$ cat src/rtl/stack_pkg.sv
// Shared types for the operand stack: command encodings, trap codes, FSM states.
// Latency: n/a (types and pure functions only).
// Backpressure: n/a.
package stack_pkg;

  typedef enum logic [2:0] {
    CMD_NOP  = 3'b000,
    CMD_PUSH = 3'b001,
    CMD_POP  = 3'b010,
    CMD_BIN  = 3'b011,
    CMD_UNI  = 3'b100,
    CMD_IMM  = 3'b101,
    CMD_DUP  = 3'b110,
    CMD_SWAP = 3'b111
  } stack_cmd_t;

  localparam logic [1:0] ERR_NONE  = 2'b00;
  localparam logic [1:0] ERR_UNDER = 2'b01;
  localparam logic [1:0] ERR_OVER  = 2'b10;

  typedef enum logic {
    RUN   = 1'b0,
    ERROR = 1'b1
  } stack_state_t;

  // Number of live entries a command must find on the stack.
  function automatic logic [1:0] min_entries(stack_cmd_t c);
    case (c)
      CMD_BIN, CMD_SWAP:                   min_entries = 2'd2;
      CMD_POP, CMD_UNI, CMD_IMM, CMD_DUP:  min_entries = 2'd1;
      default:                             min_entries = 2'd0;
    endcase
  endfunction

  // Commands that add one entry and therefore cannot run on a full stack.
  function automatic logic grows(stack_cmd_t c);
    grows = (c == CMD_PUSH) || (c == CMD_DUP);
  endfunction

endpackage

$ cat src/rtl/operand_stack_if.sv
// Command / ALU / status bundle between the stack machine controller and the operand stack.
// Latency: wires only.
// Backpressure: cmd_ready from the stack gates cmd_valid from the controller.
// Ports: master = controller+ALU side (drives cmd, imm, err_clear, alu_result);
//        slave  = operand stack (drives cmd_ready, operands, tos/count/flags, error).
interface operand_stack_if #(
  parameter int REG_BITS = 32,
  parameter int DEPTH    = 16
);
  import stack_pkg::*;

  localparam int CW = $clog2(DEPTH + 1);

  logic                cmd_valid;
  logic                cmd_ready;
  stack_cmd_t          cmd;
  logic [REG_BITS-1:0] imm;
  logic                err_clear;
  logic [REG_BITS-1:0] operand1;
  logic [REG_BITS-1:0] operand2;
  logic                alu_src;
  logic [REG_BITS-1:0] alu_result;
  logic [REG_BITS-1:0] tos;
  logic [CW-1:0]       count;
  logic                empty;
  logic                full;
  logic                error;
  logic [1:0]          err_code;

  modport master (
    output cmd_valid, cmd, imm, err_clear, alu_result,
    input  cmd_ready, operand1, operand2, alu_src,
    input  tos, count, empty, full, error, err_code
  );

  modport slave (
    input  cmd_valid, cmd, imm, err_clear, alu_result,
    output cmd_ready, operand1, operand2, alu_src,
    output tos, count, empty, full, error, err_code
  );

endinterface

$ cat src/rtl/stack_regfile.sv
// Stack storage: DEPTH x REG_BITS array, two async read ports, two sync write ports.
// Latency: reads combinational, writes visible after the rising edge.
// Backpressure: none; caller guarantees the two write addresses differ when both fire.
// Ports: clk; rd0/rd1 address->data; we0/wa0/wd0 main write; we1/wa1/wd1 second write (SWAP only).
module stack_regfile #(
  parameter int REG_BITS = 32,
  parameter int DEPTH    = 16,
  parameter int AW       = (DEPTH > 1) ? $clog2(DEPTH) : 1
) (
  input  logic                clk,
  input  logic [AW-1:0]       rd0_addr,
  output logic [REG_BITS-1:0] rd0_data,
  input  logic [AW-1:0]       rd1_addr,
  output logic [REG_BITS-1:0] rd1_data,
  input  logic                we0,
  input  logic [AW-1:0]       wa0,
  input  logic [REG_BITS-1:0] wd0,
  input  logic                we1,
  input  logic [AW-1:0]       wa1,
  input  logic [REG_BITS-1:0] wd1
);

  // Contents are deliberately not reset; the count register decides what is live.
  logic [REG_BITS-1:0] mem [DEPTH];

  assign rd0_data = mem[rd0_addr];
  assign rd1_data = mem[rd1_addr];

  always_ff @(posedge clk) begin
    if (we0) mem[wa0] <= wd0;
    if (we1) mem[wa1] <= wd1;
  end

endmodule

$ cat src/rtl/operand_stack.sv
// Operand stack for the single-cycle ALU: presents TOS/NOS operands, writes alu_result back, traps under/overflow.
// Latency: operands combinational from cmd; tos/count/flags update one edge after acceptance.
// Backpressure: cmd_ready=1 in RUN (one command per cycle); 0 in ERROR until err_clear.
// Ports: clk, reset (sync, active-high); bus = operand_stack_if.slave (command, ALU and status signals).
module operand_stack
  import stack_pkg::*;
#(
  parameter int REG_BITS = 32,
  parameter int DEPTH    = 16
) (
  input  logic           clk,
  input  logic           reset,
  operand_stack_if.slave bus
);

  localparam int AW = (DEPTH > 1) ? $clog2(DEPTH) : 1;
  localparam int CW = $clog2(DEPTH + 1);

  localparam logic [CW-1:0] ONE      = CW'(1);
  localparam logic [CW-1:0] TWO      = CW'(2);
  localparam logic [CW-1:0] FULL_CNT = CW'(DEPTH);

  logic [CW-1:0]       count_q, count_d;
  stack_state_t        state_q, state_d;
  logic [1:0]          err_code_q, err_code_d;

  logic                has1, has2, is_full;
  logic [AW-1:0]       tos_addr, nos_addr, push_addr;
  logic [REG_BITS-1:0] tos_raw, nos_raw, tos_val, nos_val;

  logic                accept, under, over, trap, exec;

  logic                we0, we1;
  logic [AW-1:0]       wa0, wa1;
  logic [REG_BITS-1:0] wd0, wd1;

  // ---------------------------------------------------------------------------
  // Addressing: the stack grows upward from entry 0, TOS lives at count-1.
  // Addresses are clamped to 0 when the slot does not exist so the array is
  // never indexed out of range; the value is then masked to 0 below.
  // ---------------------------------------------------------------------------
  assign has1    = (count_q >= ONE);
  assign has2    = (count_q >= TWO);
  assign is_full = (count_q == FULL_CNT);

  assign tos_addr  = has1 ? AW'(count_q - ONE) : '0;
  assign nos_addr  = has2 ? AW'(count_q - TWO) : '0;
  assign push_addr = is_full ? '0 : AW'(count_q);

  stack_regfile #(
    .REG_BITS (REG_BITS),
    .DEPTH    (DEPTH),
    .AW       (AW)
  ) u_regfile (
    .clk      (clk),
    .rd0_addr (tos_addr),
    .rd0_data (tos_raw),
    .rd1_addr (nos_addr),
    .rd1_data (nos_raw),
    .we0      (we0 & ~reset),
    .wa0      (wa0),
    .wd0      (wd0),
    .we1      (we1 & ~reset),
    .wa1      (wa1),
    .wd1      (wd1)
  );

  assign tos_val = has1 ? tos_raw : '0;
  assign nos_val = has2 ? nos_raw : '0;

  // ---------------------------------------------------------------------------
  // Handshake and trap detection. A trapping command is accepted (it consumes
  // the handshake) but has no effect on storage or count.
  // ---------------------------------------------------------------------------
  assign bus.cmd_ready = (state_q == RUN);
  assign accept        = bus.cmd_valid & bus.cmd_ready;
  assign under         = (count_q < CW'(min_entries(bus.cmd)));
  assign over          = grows(bus.cmd) & is_full;
  assign trap          = accept & (under | over);
  assign exec          = accept & ~(under | over);

  // ---------------------------------------------------------------------------
  // Command execution: write-port controls and next count.
  // ---------------------------------------------------------------------------
  always_comb begin
    we0     = 1'b0;
    wa0     = tos_addr;
    wd0     = '0;
    we1     = 1'b0;
    wa1     = nos_addr;
    wd1     = '0;
    count_d = count_q;
    if (exec) begin
      case (bus.cmd)
        CMD_PUSH: begin
          we0     = 1'b1;
          wa0     = push_addr;
          wd0     = bus.imm;
          count_d = count_q + ONE;
        end
        CMD_POP: begin
          count_d = count_q - ONE;
        end
        CMD_BIN: begin
          // Both operands are consumed; the result lands where NOS was.
          we0     = 1'b1;
          wa0     = nos_addr;
          wd0     = bus.alu_result;
          count_d = count_q - ONE;
        end
        CMD_UNI, CMD_IMM: begin
          we0 = 1'b1;
          wa0 = tos_addr;
          wd0 = bus.alu_result;
        end
        CMD_DUP: begin
          we0     = 1'b1;
          wa0     = push_addr;
          wd0     = tos_val;
          count_d = count_q + ONE;
        end
        CMD_SWAP: begin
          we0 = 1'b1;
          wa0 = tos_addr;
          wd0 = nos_val;
          we1 = 1'b1;
          wa1 = nos_addr;
          wd1 = tos_val;
        end
        default: ;
      endcase
    end
  end

  // ---------------------------------------------------------------------------
  // Error FSM: RUN accepts commands; ERROR holds off the handshake until the
  // controller acknowledges with err_clear.
  // ---------------------------------------------------------------------------
  always_comb begin
    state_d    = state_q;
    err_code_d = err_code_q;
    case (state_q)
      RUN: begin
        if (trap) begin
          state_d    = ERROR;
          err_code_d = under ? ERR_UNDER : ERR_OVER;
        end
      end
      ERROR: begin
        if (bus.err_clear) begin
          state_d    = RUN;
          err_code_d = ERR_NONE;
        end
      end
      default: begin
        state_d    = RUN;
        err_code_d = ERR_NONE;
      end
    endcase
  end

  always_ff @(posedge clk) begin
    if (reset) begin
      count_q    <= '0;
      state_q    <= RUN;
      err_code_q <= ERR_NONE;
    end else begin
      count_q    <= count_d;
      state_q    <= state_d;
      err_code_q <= err_code_d;
    end
  end

  // ---------------------------------------------------------------------------
  // Operand mux: purely a function of current stack contents and cmd, so the
  // ALU result is ready to be written back at the same edge.
  // ---------------------------------------------------------------------------
  always_comb begin
    bus.operand1 = '0;
    bus.operand2 = '0;
    bus.alu_src  = 1'b0;
    case (bus.cmd)
      CMD_BIN: begin
        bus.operand1 = nos_val;
        bus.operand2 = tos_val;
      end
      CMD_UNI: begin
        bus.operand1 = tos_val;
      end
      CMD_IMM: begin
        bus.operand1 = tos_val;
        bus.operand2 = bus.imm;
        bus.alu_src  = 1'b1;
      end
      default: ;
    endcase
  end

  // Status outputs.
  assign bus.tos      = tos_val;
  assign bus.count    = count_q;
  assign bus.empty    = (count_q == '0);
  assign bus.full     = is_full;
  assign bus.error    = (state_q == ERROR);
  assign bus.err_code = err_code_q;

endmodule

$ cat src/flat_wrapper.sv
// flat-port wrapper written by rule: the top's interface ports become plain ports
module operand_stack_flat import stack_pkg::*;
#(
  parameter int REG_BITS = 32,
  parameter int DEPTH    = 16
)
  (clk, reset, bus_cmd_valid, bus_cmd, bus_imm, bus_err_clear, bus_alu_result, bus_cmd_ready, bus_operand1, bus_operand2, bus_alu_src, bus_tos, bus_count, bus_empty, bus_full, bus_error, bus_err_code);
  operand_stack_if #(.REG_BITS(REG_BITS), .DEPTH(DEPTH)) bus_i ();
  input  logic clk;
  input  logic reset;
  input wire logic [$bits(bus_i.cmd_valid)-1:0] bus_cmd_valid;
  input wire logic [$bits(bus_i.cmd)-1:0] bus_cmd;
  input wire logic [$bits(bus_i.imm)-1:0] bus_imm;
  input wire logic [$bits(bus_i.err_clear)-1:0] bus_err_clear;
  input wire logic [$bits(bus_i.alu_result)-1:0] bus_alu_result;
  output wire logic [$bits(bus_i.cmd_ready)-1:0] bus_cmd_ready;
  output wire logic [$bits(bus_i.operand1)-1:0] bus_operand1;
  output wire logic [$bits(bus_i.operand2)-1:0] bus_operand2;
  output wire logic [$bits(bus_i.alu_src)-1:0] bus_alu_src;
  output wire logic [$bits(bus_i.tos)-1:0] bus_tos;
  output wire logic [$bits(bus_i.count)-1:0] bus_count;
  output wire logic [$bits(bus_i.empty)-1:0] bus_empty;
  output wire logic [$bits(bus_i.full)-1:0] bus_full;
  output wire logic [$bits(bus_i.error)-1:0] bus_error;
  output wire logic [$bits(bus_i.err_code)-1:0] bus_err_code;
  assign bus_i.cmd_valid = bus_cmd_valid;
  assign bus_i.cmd = bus_cmd;
  assign bus_i.imm = bus_imm;
  assign bus_i.err_clear = bus_err_clear;
  assign bus_i.alu_result = bus_alu_result;
  assign bus_cmd_ready = bus_i.cmd_ready;
  assign bus_operand1 = bus_i.operand1;
  assign bus_operand2 = bus_i.operand2;
  assign bus_alu_src = bus_i.alu_src;
  assign bus_tos = bus_i.tos;
  assign bus_count = bus_i.count;
  assign bus_empty = bus_i.empty;
  assign bus_full = bus_i.full;
  assign bus_error = bus_i.error;
  assign bus_err_code = bus_i.err_code;
  operand_stack #(.REG_BITS(REG_BITS), .DEPTH(DEPTH)) u_core (.clk(clk), .reset(reset), .bus(bus_i));
endmodule
$ cat config.mk
export PLATFORM = sky130hd
export DESIGN_NAME = operand_stack_flat
export DESIGN_NICKNAME = d
export VERILOG_FILES = /design/src/rtl/stack_pkg.sv /design/src/rtl/operand_stack_if.sv /design/src/rtl/stack_regfile.sv /design/src/rtl/operand_stack.sv /design/src/flat_wrapper.sv
export SDC_FILE = /design/constraint.sdc
export NUM_CORES = 2
export LEC_CHECK = 0
export ABC_AREA = 0
export CORE_MARGIN = 2
export CORE_UTILIZATION = 30
export DETAILED_ROUTE_END_ITERATION = 16
export GPL_TIMING_DRIVEN = 0
export PLACE_DENSITY = 0.44
export SYNTH_ARGS = -nofsm -noshare
export SYNTH_HDL_FRONTEND = slang
export SYNTH_HIERARCHICAL = 1
export SYNTH_SLANG_ARGS = --single-unit
export TNS_END_PERCENT = 1
$ cat constraint.sdc
create_clock -name clk -period 7.5 [get_ports clk]
set_clock_uncertainty 0.15 [all_clocks]
set_input_delay 1.5 -clock clk [delete_from_list [all_inputs] [get_ports clk]]
set_output_delay 1.5 -clock clk [all_outputs]
set_load 0.02 [all_outputs]
==> reports/results.tsv <==
metric	value	unit
status	finished, violations left	
failed_checks	capacitance limit, slew limit, setup timing	
htreeDepth	3	
clock-sinks	520	
cp-end-kind	primary output	
syn_avg_cell_area	15.0	um^2
timing.fmax	131	MHz
worstMarginPinSlew	1.57	ns
max_stage_delay	1.04	ns
arrival	5.96	ns
ys_seq_elements	520	
p_leak	13.7	nW
io_buffers	178	
gr-usage-all-layers	0.260	
final_area	0.0396	mm^2
fin_cells	3942	
crit_chain	inv_1 -> ha_1 -> or3b_1 -> a21oi_2 -> nor2_1 -> and2_1 -> clkbuf_1 -> clkbuf_1 -> a22oi_1 -> nand2_1 -> a22o_1 -> clkdlybuf4s50_1	
finalCritPeriodShare	1.01	
syn_nets	2273	
yosysMostFrequentCell	edfxtp_1	
min_period	7.61	ns
clk_latency	0.63	ns
root_buffer	clkbuf_16	
hold_viol	0	
syn_to_final_growth	20.7	%
synth-edff-count	512	
dr_total_vias	23800	
drive_gt1_frac	0.424	
dp_hpwl	100000	um
wire_per_inst	37.5	um
hold_path_class	reg2reg	
ys_seq_area_frac	0.473	
clockBufferDepth	3	
maxCapViolations	1	
synth-warning-count	6	
yosys.area.top_type	edfxtp_1	
setup-tns-final	-0.435	ns
clkTransAtPathRegs	0.06	ns
yosysTopAreaCellShare	0.468	
post_cts_buffers	0	
rsz0062_at_grt	true	
yosys-top-cells-count	512 x edfxtp_1, 441 x mux2_2, 256 x mux4_2, 149 x clkbuf_1, 129 x a22oi_1	
placed_cells	3818	
first_iter_violations	2942	
cts_hold_buf	0	
drc	0	
timing.final.ws_setup	-0.108	ns
crit_fanout	10	
rows	121	
first_pass_iters	6	
synthArstFlopShare	0	
p_total	11.1	mW
die_area	0.112	mm^2
overflow	0	
required	5.85	ns
yosysUniqueCellTypes	58	
path_buf_inv	4	
vias_per_cell	6.05	
ys_top_cells_by_area	edfxtp_1 47%, mux4_2 18%, mux2_2 15%	
cp_top_family	buffers and inverters	
ant_nets	0	
fp.dieW	335	um
cts_tree	built	
antenna_found_initial	3	
first_global_vias	24100	
nNetsFinal	2553	
slew_headroom	-0.0436	
grt_pass1_wl	201000	um
place_area	0.0374	mm^2
ir_drop	0.163	mV
synth_cells	2193	
place.gp.congestion	0.893	
utilization	0.364	
crit_top_cell	clkbuf_1	
synth_ff_type	edfxtp_1	
dp_slack	-0.292	ns
core-area	0.109	mm^2
initial_utilization	0.302	
start_kind	flip-flop	
die_h	335	um
crit_path_top_delay_cell	clkbuf_1	
grt_start_max_net_pins	17	
finalWirelength	148000	um
finalSetupViolCount	7	
worstSetupPathType	reg2out	
pin_count	179	
finalMaxSlewViolations	11	
power.density	280	mW/mm^2
hold_ws	0.344	ns
cts_made_buffers	67	
syn_area	0.0328	mm^2
-- cell usage in the layout, fill, tap and decap left out, types with 8 or more instances in the layout --
cell             Yosys  routed
and2_4              20      20
nand2_1            110     108
buf_2               68      68
edfxtp_1           512     512
o21ai_0             42      36
clkbuf_4             0      10
buf_4               17      23
mux2_2             441     441
nor2_1              61      61
o22ai_4              0       9
buf_16               0      21
a22oi_1            129     128
mux2i_1             32      32
clkbuf_1           149     127
dfxtp_1              8       8
mux2_1              14      14
and2_1              17      17
a221oi_1            32      32
buf_6               14      15
clkbuf_16            0      73
nand2b_1            11      11
nor2b_1             43      42
mux4_2             256     256
ha_1                 9       9
clkdlybuf4s50_1      0     178
clkbuf_2             0      21
buf_12               0      12
mux2_4              58      58
clkinv_2             0      12
a22o_1              64      64
clkinv_1             0      16
-- what timing repair did --
item	CTS	global route
cloned	0	0
setup endpoints to repair	96	54
gates resized for setup	45	46
-- final cells by class --
cell class | count | area [um^2]
inverters | 6 | 22.5
clock inverters | 31 | 188
multi-input cells | 1414 | 16300
fillers | 10300 | 69100
plain buffers | 253 | 1320
diodes | 4 | 10.0
repair buffers | 211 | 2600
clock buffers | 89 | 1890
well taps | 1414 | 1770
flip-flops and latches | 520 | 15500
-- report_power, final --
part | internal (mW) | switching, mW
logic | 1.72 | 2.95
clock network | 1.83 | 1.30
registers | 3.27 | 0.0268
-- sequential cells by signal, summed over array words and instances, names as in the netlist --
| register | count |
|---|---|
| u_core/bus.error | 1 |
| u_core/bus.count | 5 |
| u_core/bus.err_code | 2 |
| u_core/u_regfile/mem | 512 |
-- kinds of logic (layout without fill, tap and decap cells) --
kind of cell / Yosys count / in the layout / share of synthesized area
simple gates: 295 / 295 / 0.0466
other cells: 0 / 4 / 0
flops: 520 / 520 / 0.473
compound gates: 304 / 304 / 0.0701
fa+ha+maj: 9 / 9 / 0.00343
mux: 801 / 801 / 0.368
buf+inv: 259 / 590 / 0.0373
xor+xnor: 5 / 5 / 0.00133
-- layer usage --
| layer | vias to the layer above | GRT usage | part of all wire |
|---|---|---|---|
| li1 | 9517 | - | - |
| met1 | 12600 | 0.346 | 0.42 |
| met2 | 1354 | 0.404 | 0.45 |
| met3 | 317 | 0.0750 | 0.093 |
| met4 | 0 | 0.0946 | 0.040 |
| met5 | - | 0 | 0 |
-- path summary, 6_finish.rpt --
path | from | depth (start not counted) | endpoint | slack [ns]
hold / removal | u_core/bus.err_code[1] | 2 | u_core/bus.err_code[1] | 0.34
setup reg to reg | u_core/bus.count[1] | 13 | u_core/u_regfile/mem[5][22] | 1.37
hold reg to reg | u_core/bus.err_code[1] | 2 | u_core/bus.err_code[1] | 0.34
setup / recovery | u_core/bus.count[1] | 12 | bus_operand1[21] | -0.11
-- worst reg2reg max path: cells and delay by family, from the launching register on --
family / cells / cell delay [ns]
simple gates: 5 / 2.15
mux: 1 / 0.25
fa+ha+maj: 1 / 0.37
flops: 1 / 0.48
buf+inv: 3 / 1.68
compound gates: 3 / 0.90
Note: power is estimated with default switching activity, not from simulation.
